==> src/rtl/int_div_lane_seq_pkg.sv <==
// rtl/int_div_lane_seq_pkg.sv - shared SFU divider front-end constants and types
// Purpose: lane geometry, FSM state encoding and the per-lane vector type.
// Ports: none (package).
package int_div_lane_seq_pkg;

  localparam int XLEN       = 32;
  localparam int NUM_THREAD = 8;
  localparam int LANE_W     = $clog2(NUM_THREAD);

  typedef enum logic [1:0] {
    ST_IDLE  = 2'd0,
    ST_ISSUE = 2'd1,
    ST_WAIT  = 2'd2,
    ST_DONE  = 2'd3
  } state_e;

  // Lane k occupies bits [k*XLEN +: XLEN], matching the flat bus packing.
  typedef logic [NUM_THREAD-1:0][XLEN-1:0] lane_vec_t;

endpackage

==> src/rtl/int_div_lane_seq_if.sv <==
// rtl/int_div_lane_seq_if.sv - request, scalar-divider and result handshakes
// Purpose: bundles the vector request, the divider operand/result channels and
// the vector result channel.
// Ports: slave = the lane sequencer side, master = issue stage / divider / consumer side.
interface int_div_lane_seq_if;
  import int_div_lane_seq_pkg::*;

  logic                       in_valid_i;
  logic                       in_ready_o;
  logic [NUM_THREAD*XLEN-1:0] a_i;
  logic [NUM_THREAD*XLEN-1:0] d_i;
  logic [NUM_THREAD-1:0]      mask_i;
  logic                       sign_i;
  logic                       rem_i;

  logic                       div_valid_o;
  logic                       div_ready_i;
  logic [XLEN-1:0]            div_a_o;
  logic [XLEN-1:0]            div_d_o;
  logic                       div_sign_o;

  logic                       div_out_valid_i;
  logic                       div_out_ready_o;
  logic [XLEN-1:0]            div_q_i;
  logic [XLEN-1:0]            div_r_i;

  logic                       out_valid_o;
  logic                       out_ready_i;
  logic [NUM_THREAD*XLEN-1:0] out_data_o;
  logic [NUM_THREAD-1:0]      out_mask_o;

  modport slave (
    input  in_valid_i, a_i, d_i, mask_i, sign_i, rem_i,
    output in_ready_o,
    output div_valid_o, div_a_o, div_d_o, div_sign_o,
    input  div_ready_i,
    input  div_out_valid_i, div_q_i, div_r_i,
    output div_out_ready_o,
    output out_valid_o, out_data_o, out_mask_o,
    input  out_ready_i
  );

  modport master (
    output in_valid_i, a_i, d_i, mask_i, sign_i, rem_i,
    input  in_ready_o,
    input  div_valid_o, div_a_o, div_d_o, div_sign_o,
    output div_ready_i,
    output div_out_valid_i, div_q_i, div_r_i,
    input  div_out_ready_o,
    input  out_valid_o, out_data_o, out_mask_o,
    output out_ready_i
  );

endinterface

==> src/rtl/int_div_lane_seq_lane_prio_enc.sv <==
// rtl/int_div_lane_seq_lane_prio_enc.sv - lowest-set-bit lane encoder
// Purpose: picks the lowest pending lane.
// Ports: i_vec (N) request bits; o_idx (W) index of lowest set bit; o_any set when any bit is set.
module lane_prio_enc #(
  parameter int N = 8,
  parameter int W = $clog2(N)
) (
  input  logic [N-1:0] i_vec,
  output logic [W-1:0] o_idx,
  output logic         o_any
);

  // Scan from the top so the lowest set bit is the last (winning) assignment.
  always_comb begin
    o_idx = '0;
    o_any = 1'b0;
    for (int k = N - 1; k >= 0; k--) begin
      if (i_vec[k]) begin
        o_idx = W'(k);
        o_any = 1'b1;
      end
    end
  end

endmodule

==> src/rtl/int_div_lane_seq.sv <==
// rtl/int_div_lane_seq.sv - serialises a masked vector divide onto one scalar divider
// Purpose: accepts a vector request, issues active lanes lowest-first to the
// divider one at a time, gathers quotient or remainder per lane, returns the vector.
// Ports: clk, rst (sync, active-high); bus (slave modport) carries the request,
// divider operand/result and vector result handshakes.
module int_div_lane_seq
  import int_div_lane_seq_pkg::*;
(
  input  logic                clk,
  input  logic                rst,
  int_div_lane_seq_if.slave   bus
);

  state_e                r_state;
  lane_vec_t             r_a_buf;
  lane_vec_t             r_d_buf;
  lane_vec_t             r_res_buf;
  logic [NUM_THREAD-1:0] r_pend;
  logic [NUM_THREAD-1:0] r_mask;
  logic                  r_sign;
  logic                  r_rem;
  logic [LANE_W-1:0]     r_cur_lane;
  logic                  r_in_ready;
  logic                  r_div_valid;
  logic                  r_div_out_ready;
  logic                  r_out_valid;

  logic [LANE_W-1:0]     w_lane;
  logic                  w_any;
  logic [NUM_THREAD-1:0] w_pend_clr;
  logic                  w_issue;

  lane_prio_enc #(.N(NUM_THREAD), .W(LANE_W)) u_lane_prio_enc (
    .i_vec (r_pend),
    .o_idx (w_lane),
    .o_any (w_any)
  );

  // Pending set once the lane currently in the divider has returned.
  assign w_pend_clr = r_pend & ~(NUM_THREAD'(1) << r_cur_lane);

  // Operands are shown only while offering; pend is untouched in ISSUE so they hold.
  assign w_issue = r_div_valid & w_any;

  assign bus.in_ready_o      = r_in_ready;
  assign bus.div_valid_o     = r_div_valid;
  assign bus.div_a_o         = w_issue ? r_a_buf[w_lane] : '0;
  assign bus.div_d_o         = w_issue ? r_d_buf[w_lane] : '0;
  assign bus.div_sign_o      = r_sign;
  assign bus.div_out_ready_o = r_div_out_ready;
  assign bus.out_valid_o     = r_out_valid;
  assign bus.out_data_o      = r_res_buf;
  assign bus.out_mask_o      = r_mask;

  always_ff @(posedge clk) begin
    if (rst) begin
      r_state         <= ST_IDLE;
      r_a_buf         <= '0;
      r_d_buf         <= '0;
      r_res_buf       <= '0;
      r_pend          <= '0;
      r_mask          <= '0;
      r_sign          <= 1'b0;
      r_rem           <= 1'b0;
      r_cur_lane      <= '0;
      r_in_ready      <= 1'b1;
      r_div_valid     <= 1'b0;
      r_div_out_ready <= 1'b0;
      r_out_valid     <= 1'b0;
    end else begin
      case (r_state)
        ST_IDLE: begin
          if (bus.in_valid_i) begin
            r_a_buf    <= bus.a_i;
            r_d_buf    <= bus.d_i;
            r_mask     <= bus.mask_i;
            r_pend     <= bus.mask_i;
            r_sign     <= bus.sign_i;
            r_rem      <= bus.rem_i;
            r_res_buf  <= '0;
            r_in_ready <= 1'b0;
            if (bus.mask_i == '0) begin
              r_state     <= ST_DONE;
              r_out_valid <= 1'b1;
            end else begin
              r_state     <= ST_ISSUE;
              r_div_valid <= 1'b1;
            end
          end
        end
        ST_ISSUE: begin
          if (bus.div_ready_i) begin
            r_cur_lane      <= w_lane;
            r_div_valid     <= 1'b0;
            r_div_out_ready <= 1'b1;
            r_state         <= ST_WAIT;
          end
        end
        ST_WAIT: begin
          if (bus.div_out_valid_i) begin
            r_res_buf[r_cur_lane] <= r_rem ? bus.div_r_i : bus.div_q_i;
            r_pend                <= w_pend_clr;
            r_div_out_ready       <= 1'b0;
            if (w_pend_clr == '0) begin
              r_state     <= ST_DONE;
              r_out_valid <= 1'b1;
            end else begin
              r_state     <= ST_ISSUE;
              r_div_valid <= 1'b1;
            end
          end
        end
        ST_DONE: begin
          if (bus.out_ready_i) begin
            r_out_valid <= 1'b0;
            r_in_ready  <= 1'b1;
            r_state     <= ST_IDLE;
          end
        end
        default: r_state <= ST_IDLE;
      endcase
    end
  end

endmodule
==> src/flat_wrapper.sv <==
// flat-port wrapper written by rule: the top's interface ports become plain ports
module int_div_lane_seq_flat import int_div_lane_seq_pkg::*;
  (clk, rst, bus_in_valid_i, bus_a_i, bus_d_i, bus_mask_i, bus_sign_i, bus_rem_i, bus_in_ready_o, bus_div_valid_o, bus_div_a_o, bus_div_d_o, bus_div_sign_o, bus_div_ready_i, bus_div_out_valid_i, bus_div_q_i, bus_div_r_i, bus_div_out_ready_o, bus_out_valid_o, bus_out_data_o, bus_out_mask_o, bus_out_ready_i);
  int_div_lane_seq_if bus_i ();
  input  logic clk;
  input  logic rst;
  input wire logic [$bits(bus_i.in_valid_i)-1:0] bus_in_valid_i;
  input wire logic [$bits(bus_i.a_i)-1:0] bus_a_i;
  input wire logic [$bits(bus_i.d_i)-1:0] bus_d_i;
  input wire logic [$bits(bus_i.mask_i)-1:0] bus_mask_i;
  input wire logic [$bits(bus_i.sign_i)-1:0] bus_sign_i;
  input wire logic [$bits(bus_i.rem_i)-1:0] bus_rem_i;
  output wire logic [$bits(bus_i.in_ready_o)-1:0] bus_in_ready_o;
  output wire logic [$bits(bus_i.div_valid_o)-1:0] bus_div_valid_o;
  output wire logic [$bits(bus_i.div_a_o)-1:0] bus_div_a_o;
  output wire logic [$bits(bus_i.div_d_o)-1:0] bus_div_d_o;
  output wire logic [$bits(bus_i.div_sign_o)-1:0] bus_div_sign_o;
  input wire logic [$bits(bus_i.div_ready_i)-1:0] bus_div_ready_i;
  input wire logic [$bits(bus_i.div_out_valid_i)-1:0] bus_div_out_valid_i;
  input wire logic [$bits(bus_i.div_q_i)-1:0] bus_div_q_i;
  input wire logic [$bits(bus_i.div_r_i)-1:0] bus_div_r_i;
  output wire logic [$bits(bus_i.div_out_ready_o)-1:0] bus_div_out_ready_o;
  output wire logic [$bits(bus_i.out_valid_o)-1:0] bus_out_valid_o;
  output wire logic [$bits(bus_i.out_data_o)-1:0] bus_out_data_o;
  output wire logic [$bits(bus_i.out_mask_o)-1:0] bus_out_mask_o;
  input wire logic [$bits(bus_i.out_ready_i)-1:0] bus_out_ready_i;
  assign bus_i.in_valid_i = bus_in_valid_i;
  assign bus_i.a_i = bus_a_i;
  assign bus_i.d_i = bus_d_i;
  assign bus_i.mask_i = bus_mask_i;
  assign bus_i.sign_i = bus_sign_i;
  assign bus_i.rem_i = bus_rem_i;
  assign bus_in_ready_o = bus_i.in_ready_o;
  assign bus_div_valid_o = bus_i.div_valid_o;
  assign bus_div_a_o = bus_i.div_a_o;
  assign bus_div_d_o = bus_i.div_d_o;
  assign bus_div_sign_o = bus_i.div_sign_o;
  assign bus_i.div_ready_i = bus_div_ready_i;
  assign bus_i.div_out_valid_i = bus_div_out_valid_i;
  assign bus_i.div_q_i = bus_div_q_i;
  assign bus_i.div_r_i = bus_div_r_i;
  assign bus_div_out_ready_o = bus_i.div_out_ready_o;
  assign bus_out_valid_o = bus_i.out_valid_o;
  assign bus_out_data_o = bus_i.out_data_o;
  assign bus_out_mask_o = bus_i.out_mask_o;
  assign bus_i.out_ready_i = bus_out_ready_i;
  int_div_lane_seq u_core (.clk(clk), .rst(rst), .bus(bus_i));
endmodule
==> config.mk <==
export PLATFORM = sky130hd
export DESIGN_NAME = int_div_lane_seq_flat
export DESIGN_NICKNAME = d
export VERILOG_FILES = /design/src/rtl/int_div_lane_seq_pkg.sv /design/src/rtl/int_div_lane_seq_if.sv /design/src/rtl/int_div_lane_seq_lane_prio_enc.sv /design/src/rtl/int_div_lane_seq.sv /design/src/flat_wrapper.sv
export SDC_FILE = /design/constraint.sdc
export NUM_CORES = 2
export LEC_CHECK = 0
export ABC_AREA = 1
export CORE_AREA = 2 2 364 366
export CTS_CLUSTER_DIAMETER = 80
export CTS_CLUSTER_SIZE = 28
export DETAILED_ROUTE_END_ITERATION = 8
export DIE_AREA = 0 0 366 368
export PLACE_DENSITY = 0.56
export SYNTH_ARGS = -nofsm -noshare
export SYNTH_HDL_FRONTEND = slang
export SYNTH_SLANG_ARGS = --single-unit
==> constraint.sdc <==
create_clock -name clk -period 2.8 [get_ports clk]
set_clock_uncertainty 0.1 [all_clocks]
set_input_delay 0.56 -clock clk [delete_from_list [all_inputs] [get_ports clk]]
set_output_delay 0.56 -clock clk [all_outputs]
set_load 0.005 [all_outputs]
# Word-level counts from Yosys, hierarchy flattened
# Cells that the tools add are included.
dict set report op_classes {
  n_lt_le_gt_ge 3
  shifts 1
  reduce_logical 17
  n_eq_ne 11
  bitwise 3
  n_mux 57
}
# cell count
set op_table {}
lappend op_table {{256-bit 2-to-1 mux} 2}
lappend op_table {{256-bit one-hot mux with 2 select lines} 1}
lappend op_table {{256-bit bitwise mux} 1}
lappend op_table {{32-bit binary-select mux with 3-bit select} 2}
lappend op_table {{32-bit 2-to-1 mux} 6}
lappend op_table {{32-bit demux with 3-bit select} 1}
lappend op_table {{3-bit 2-to-1 mux} 8}
lappend op_table {{1-bit 2-to-1 mux} 22}
lappend op_table {{8-bit logical NOT} 2}
lappend op_table {{8-bit 2-to-1 mux} 2}
lappend op_table {{8-bit one-hot mux with 2 select lines} 1}
lappend op_table {{2-bit 2-to-1 mux} 6}
lappend op_table {{2-bit != test (second input constant)} 6}
lappend op_table {{6-bit AND reduction} 2}
lappend op_table {{3-bit AND reduction} 3}
lappend op_table {{8-bit AND} 1}
lappend op_table {{3-bit by 4-bit less-than comparator with 1-bit output (second input constant)} 2}
lappend op_table {{8-bit NOT} 1}
lappend op_table {{2-bit one-hot mux with 4 select lines} 1}
lappend op_table {{1-bit by 3-bit << shifter with 8-bit output (first input constant)} 1}
lappend op_table {{1-bit one-hot mux with 3 select lines} 2}
lappend op_table {{2-bit nonzero test} 3}
lappend op_table {{3-bit nonzero test} 2}
lappend op_table {{2-bit == test (second input constant)} 2}
lappend op_table {{9 further kinds} 12}
dict set report totals {
  elab_cells 126
  out_inout_bits 333
  ff_bits 795
  inputBits 592
}

# Depth between registers and ports, before layout
dict set report depth {
  ltp_word 11
  mapped_depth 15
  ltp_nobuf 14
}

# By module
# Synthesis repeated with hierarchy kept, for this count alone.
dict set report unflattened {
  hier_cells 4545
  area_unflattened_um2 32386.1
}
# mod seq_area_each_um2 cells_each area_per_inst_um2 n_inst
set by_module_without_submodules {}
lappend by_module_without_submodules {int_div_lane_seq 15915.3 4523 32287.2 1}
lappend by_module_without_submodules {lane_prio_enc 0.0 22 98.8 1}

# Worst setup path before layout
# No wires, ideal clock.
dict set report synth_timing {
  kind {register to output}
  startpoint {register u_core.r_pend[7]}
  endpoint {output port bus_div_d_o[0]}
  setup_slack_ns 0.519
  required_ns 2.140
  n_path_buf 2
  stages_incl_launch_ff 11
  arrival_time_ns 1.621
  path_cell_list {dfxtp_1 > or2_2 > nand3_1 > a31oi_1 > inv_1 > buf_2 > buf_1 > nand3_1 > nand3_1 > nand2_1 > nor2_1}
}
dict set report synth_via {
  elab_chain_len 11
  elab_cells_between_ends 20
  cone_classes {19 x mux; 1 x bitwise}
}
# item line
set synth_rtl {}
lappend synth_rtl {{start: declaration} int_div_lane_seq.sv:18} ;# logic [NUM_THREAD-1:0] r_pend;
lappend synth_rtl {{start signal: assignment} int_div_lane_seq.sv:77} ;# r_pend <= bus.mask_i;
lappend synth_rtl {{start signal: assignment} int_div_lane_seq.sv:102} ;# r_pend <= w_pend_clr;
lappend synth_rtl {{3-bit 2-to-1 mux (8 in a row)} int_div_lane_seq_lane_prio_enc.sv:18} ;# if (i_vec[k]) begin
lappend synth_rtl {{32-bit binary-select mux with 3-bit select} int_div_lane_seq.sv:48} ;# assign bus.div_d_o = w_issue ? r_d_buf[w_lane] : '0;
lappend synth_rtl {{32-bit 2-to-1 mux (not written as such)} int_div_lane_seq.sv:48}
lappend synth_rtl {{32-bit 2-to-1 mux (*)} int_div_lane_seq.sv:48}
lappend synth_rtl {{end: declaration} flat_wrapper.sv:16} ;# output wire logic [$bits(bus_i.div_d_o)-1:0] bus_div_d_o;
# Every way passes the cells marked *; elsewhere a longest branch is shown, timed or not. The select of a mux whose other input is x is not followed.

# Worst setup path after layout
dict set report layout_timing {
  startpoint {register u_core.r_pend[6]}
  endpoint {output port bus_div_d_o[26]}
}
dict set report layout_via {
  elab_chain_len 10
  elab_cells_between_ends 18
  cone_classes {17 x mux; 1 x bitwise}
}
# item line
set layout_rtl {}
lappend layout_rtl {{3-bit 2-to-1 mux (7 in a row)} int_div_lane_seq_lane_prio_enc.sv:18}
lappend layout_rtl {{32-bit binary-select mux with 3-bit select} int_div_lane_seq.sv:48}
lappend layout_rtl {{32-bit 2-to-1 mux (not written as such)} int_div_lane_seq.sv:48}
lappend layout_rtl {{32-bit 2-to-1 mux (*)} int_div_lane_seq.sv:48}
# Marked as above.

==> summary by stage <==
Yosys
The cell count after synthesis came out at between 4000 and 5000. The number of warnings printed during yosys synthesis is 0. The net count of the mapped netlist is 5519. Counting distinct cell types in the post-synthesis netlist gives 24. A synthesized cell averages 6.87 um^2. The sequential fraction of the synthesis area is 0.470. In this run, synthesis produced a sequential element count of 795. After synthesis the cells add up to about 0.034 mm^2.

Timing
Setup repair after global routing could not meet its margin everywhere. The worst pin sits at a relative slew slack of 0.201. At the pin with the least slew margin, the transition time is roughly 1.2 ns. The number of slew-limit violations in the final report is 0. The final hold violation count is 0.

In the finished design, the share of the clock period the worst path needs comes to 1.26. Derived from the worst setup path, the maximum achievable clock frequency is around 280 MHz. The worst-case setup margin in the final layout is -0.724 ns. Setup violations remaining at the end of the flow were counted as 64. For the finished layout, the period the worst path requires is 3.52 ns.

Flow run
Across the run, the number of max-cap violations was 0.

Hold path
The worst hold path belongs to the class primary input to register. The launch instance of the worst min-delay path is rst.

Worst setup path
The kind of start point of the critical path is a register. For this design, the slowest cell found on the critical path is sky130_fd_sc_hd__dfxtp_2. In this run the critical register-to-register path is launched from u_core.r_state[1]. The signal on the critical path passes through inv_2, nand2_2, nand2_1, nand2_1, nand2_1, nand2_2, nand2_8, nand2_8, buf_6, buf_16, buf_12, buf_8, buf_6, nand2_2, nand2_2, nor2_2, nor2_4, nor2_1, buf_4. Along the worst path, the maximum fanout reaches 8. The critical path class is register to output port.

The arrival time of the worst setup path is 2.86 ns. The delay of the slowest cell on the worst path is ~0.34 ns. In this run the worst setup path begins at u_core.r_pend[6]. The worst setup path is captured at an output port. The cell that appears most often on the critical path is sky130_fd_sc_hd__nand2_2.

The required time of the critical path is between 2 and 2.5 ns.

Clocking
The latest clock arrival within the worst-skew pair is 0.70 ns. The root buffer selected by CTS is sky130_fd_sc_hd__clkbuf_16. The clock tree from TritonCTS is built. The maximum clock insertion buffer count is 3.

The clock transition at the registers of the reported paths is ~0.09 ns. The H-tree level count is 2. The number of clock sinks is roughly 800. In this run, CTS created clock tree buffers numbering 53. The number of hold-repair buffers added at the cts stage is 0.

Drt
Summing over every cut layer, the via total after detailed routing is around 38000. The first routing iteration left between 3000 and 4000 violations. The first TritonRoute pass finished after 6 iterations. Dividing the detail-routed via count by the number of cells gives 4.87. The overall routed net length is approximately 190 mm.

The post-route DRC violation count is 0. After detailed routing, the average wire length per cell comes to ~25 um. The antenna violation net count after detailed routing is 0.

Floorplanning
The initial utilization of the core area, before any placement, comes to 0.259. The core region is roughly 0.13 mm^2. The height of the chip is ~370 um. The number of top-level pins is 925. The floorplan step set the die width to 366 um. The floorplan die area is approximately 0.13 mm^2. Row generation in the floorplan step produced between 100 and 150 rows.

Outcome
The flow ran to the end, but the final reports show violations. The final reports fail on negative setup slack.

Power and ir drop
Of the total power, the share spent switching nets is 0.446. The part of the power in registers is 0.268. The leakage power summed over all cells is about 21 nW. The power after layout is roughly 52 mW. The worst-case IR drop observed on VDD is roughly 500 uV. In this run the power spent charging and discharging nets is 23.2 mW. The internal portion of the total power is between 20 and 30 mW. The combinational cell fraction of total power is 0.554. The part of the power in the clock network is 0.178. The power per cell area is between 900 and 1000 mW/mm^2.

Final layout
Leaving out fill and tap cells, the most frequent cells in the layout are 859 x sky130_fd_sc_hd__clkdlybuf4s50_1, 792 x sky130_fd_sc_hd__dfxtp_1, 752 x sky130_fd_sc_hd__nand2_1. Of the cells placed in the final design, the portion with a size suffix greater than 1 is 0.168. After routing the design area is around 0.053 mm^2.

The net total in the final layout is around 6500. The filler cells instantiated in the layout total ~13000. Leaving out fill and tap cells, the most frequent cell in the layout is sky130_fd_sc_hd__clkdlybuf4s50_1. Relative to the synthesized area, the layout overhead comes to 56.5%.

Global route
The number of antenna violations at the first check in global routing is 51. The via count of the first global-routing pass is 35600. The total congestion overflow is 0. In the global route stage, overall resource usage came out at 0.264.

The first global-routing pass estimated about 260 mm of wire. The maximum number of pins on one net before global-route repair is 226.

Place
The routability congestion estimate is about 1.0. Detailed placement finished with a half-perimeter wire length of about 140 mm. After detailed placement, the total cell area comes to about 0.047 mm^2. The count of buffers added on input and output ports is ~920.
## path summary, 6_finish.rpt
check	to	slack (ns)	cells after the start
setup / recovery	bus_div_d_o[26]	-0.72	19
hold / removal	u_core.r_d_buf[170]	0.23	4
setup reg to reg	u_core.bus.out_data_o[154]	0.34	8
hold reg to reg	u_core.bus.out_data_o[95]	0.35	2
## metal layers
| layer | share of wire | track usage | vias up |
|---|---|---|---|
| met5 | 0.0016 | 0 | - |
| met4 | 0.049 | 0.120 | 46 |
| met3 | 0.071 | 0.0624 | 322 |
| met2 | 0.50 | 0.469 | 1386 |
| met1 | 0.38 | 0.299 | 17900 |
| li1 | - | - | 18000 |
## power by group through the flow
stage               Clock [mW]  Combinational [mW]  Sequential, mW
finish                    9.27                28.8            14.0
global route              9.89                30.6            14.1
CTS                       9.51                25.8            13.9
detailed placement           0                21.8            14.1
global placement             0                21.7            14.1
floorplan                    0                10.0            13.9
## synth_stat cells (all sizes together)
| cell type | count | area, um^2 |
|---|---|---|
| a21oi | 613 | 3070 |
| a31oi | 9 | 56.3 |
| buf | 78 | 362 |
| clkbuf | 321 | 1200 |
| dfxtp | 795 | 15900 |
| inv | 396 | 1490 |
| nand2 | 889 | 3340 |
| nand3 | 534 | 2670 |
| nand3b | 23 | 173 |
| nand4 | 2 | 12.5 |
| nor2 | 643 | 2430 |
| nor3 | 7 | 35.0 |
| nor4 | 3 | 40.0 |
| o21ai | 612 | 3060 |
| or2 | 2 | 12.5 |
## through the flow
step / setup WS [ns] / setup TNS [ns] / util / std cells / hold slack [ns]
after global routing: -0.859 / -45.33 / 0.405 / 7707 / 0.230
final: -0.724 / -37.38 / 0.405 / 7720 / 0.226
after floorplan: 0.519 / 0 / - / 4927 / 0.330
after global placement: -0.696 / -24.35 / 0.360 / 7504 / 0.332
after detailed placement: -0.671 / -23.97 / 0.360 / 7504 / 0.336
after CTS: -1.04 / -46.90 / 0.391 / 7649 / 0.198
## sequential cells by signal, indices dropped and copies added, names as in the netlist
| register | count |
|---|---|
| u_core.bus.div_out_ready_o | 1 |
| u_core.bus.div_sign_o | 1 |
| u_core.bus.div_valid_o | 1 |
| u_core.bus.in_ready_o | 1 |
| u_core.bus.out_data_o | 256 |
| u_core.bus.out_mask_o | 8 |
| u_core.bus.out_valid_o | 1 |
| u_core.r_a_buf | 256 |
| u_core.r_cur_lane | 3 |
| u_core.r_d_buf | 256 |
| u_core.r_pend | 8 |
| u_core.r_rem | 1 |
| u_core.r_state | 2 |
## cells by family (layout without fill, tap and decap cells)
kind of cell	Yosys count	after routing	synth area share
and+or+nand+nor	2103	2104	0.257
AOI/OAI and AO/OA	1234	1234	0.183
DFF	795	795	0.470
buffers and inverters	795	1806	0.0901
other	0	26	0
## what timing repair did
| item | in CTS | in global routing |
|---|---|---|
| resized for setup | 491 | 373 |
| setup buffers | 34 | 49 |
| setup endpoints to repair | 64 | 64 |
| cloned | 19 | 13 |
| pin swaps | 60 | 104 |
## worst max-delay path, delay by kind of cell (launching register included)
kind | cells | cell delay (ns)
buffers and inverters | 7 | 0.86
AND/OR/NAND/NOR | 12 | 0.99
flip-flops | 1 | 0.34
## area by class of cell
class                           count  area, um^2  area share
Inverter                          396        1540      0.0291
Clock inverter                     42         624      0.0118
Multi-Input combinational cell   3338       17300       0.327
Clock buffer                       55        1340      0.0253
Antenna cell                       26        65.1     0.00123
Timing Repair Buffer             1313       14000       0.264
Sequential cell                   795       15900       0.300
Tap cell                         1755        2200      0.0414
No activity file was read; power rests on OpenSTA's default activity.
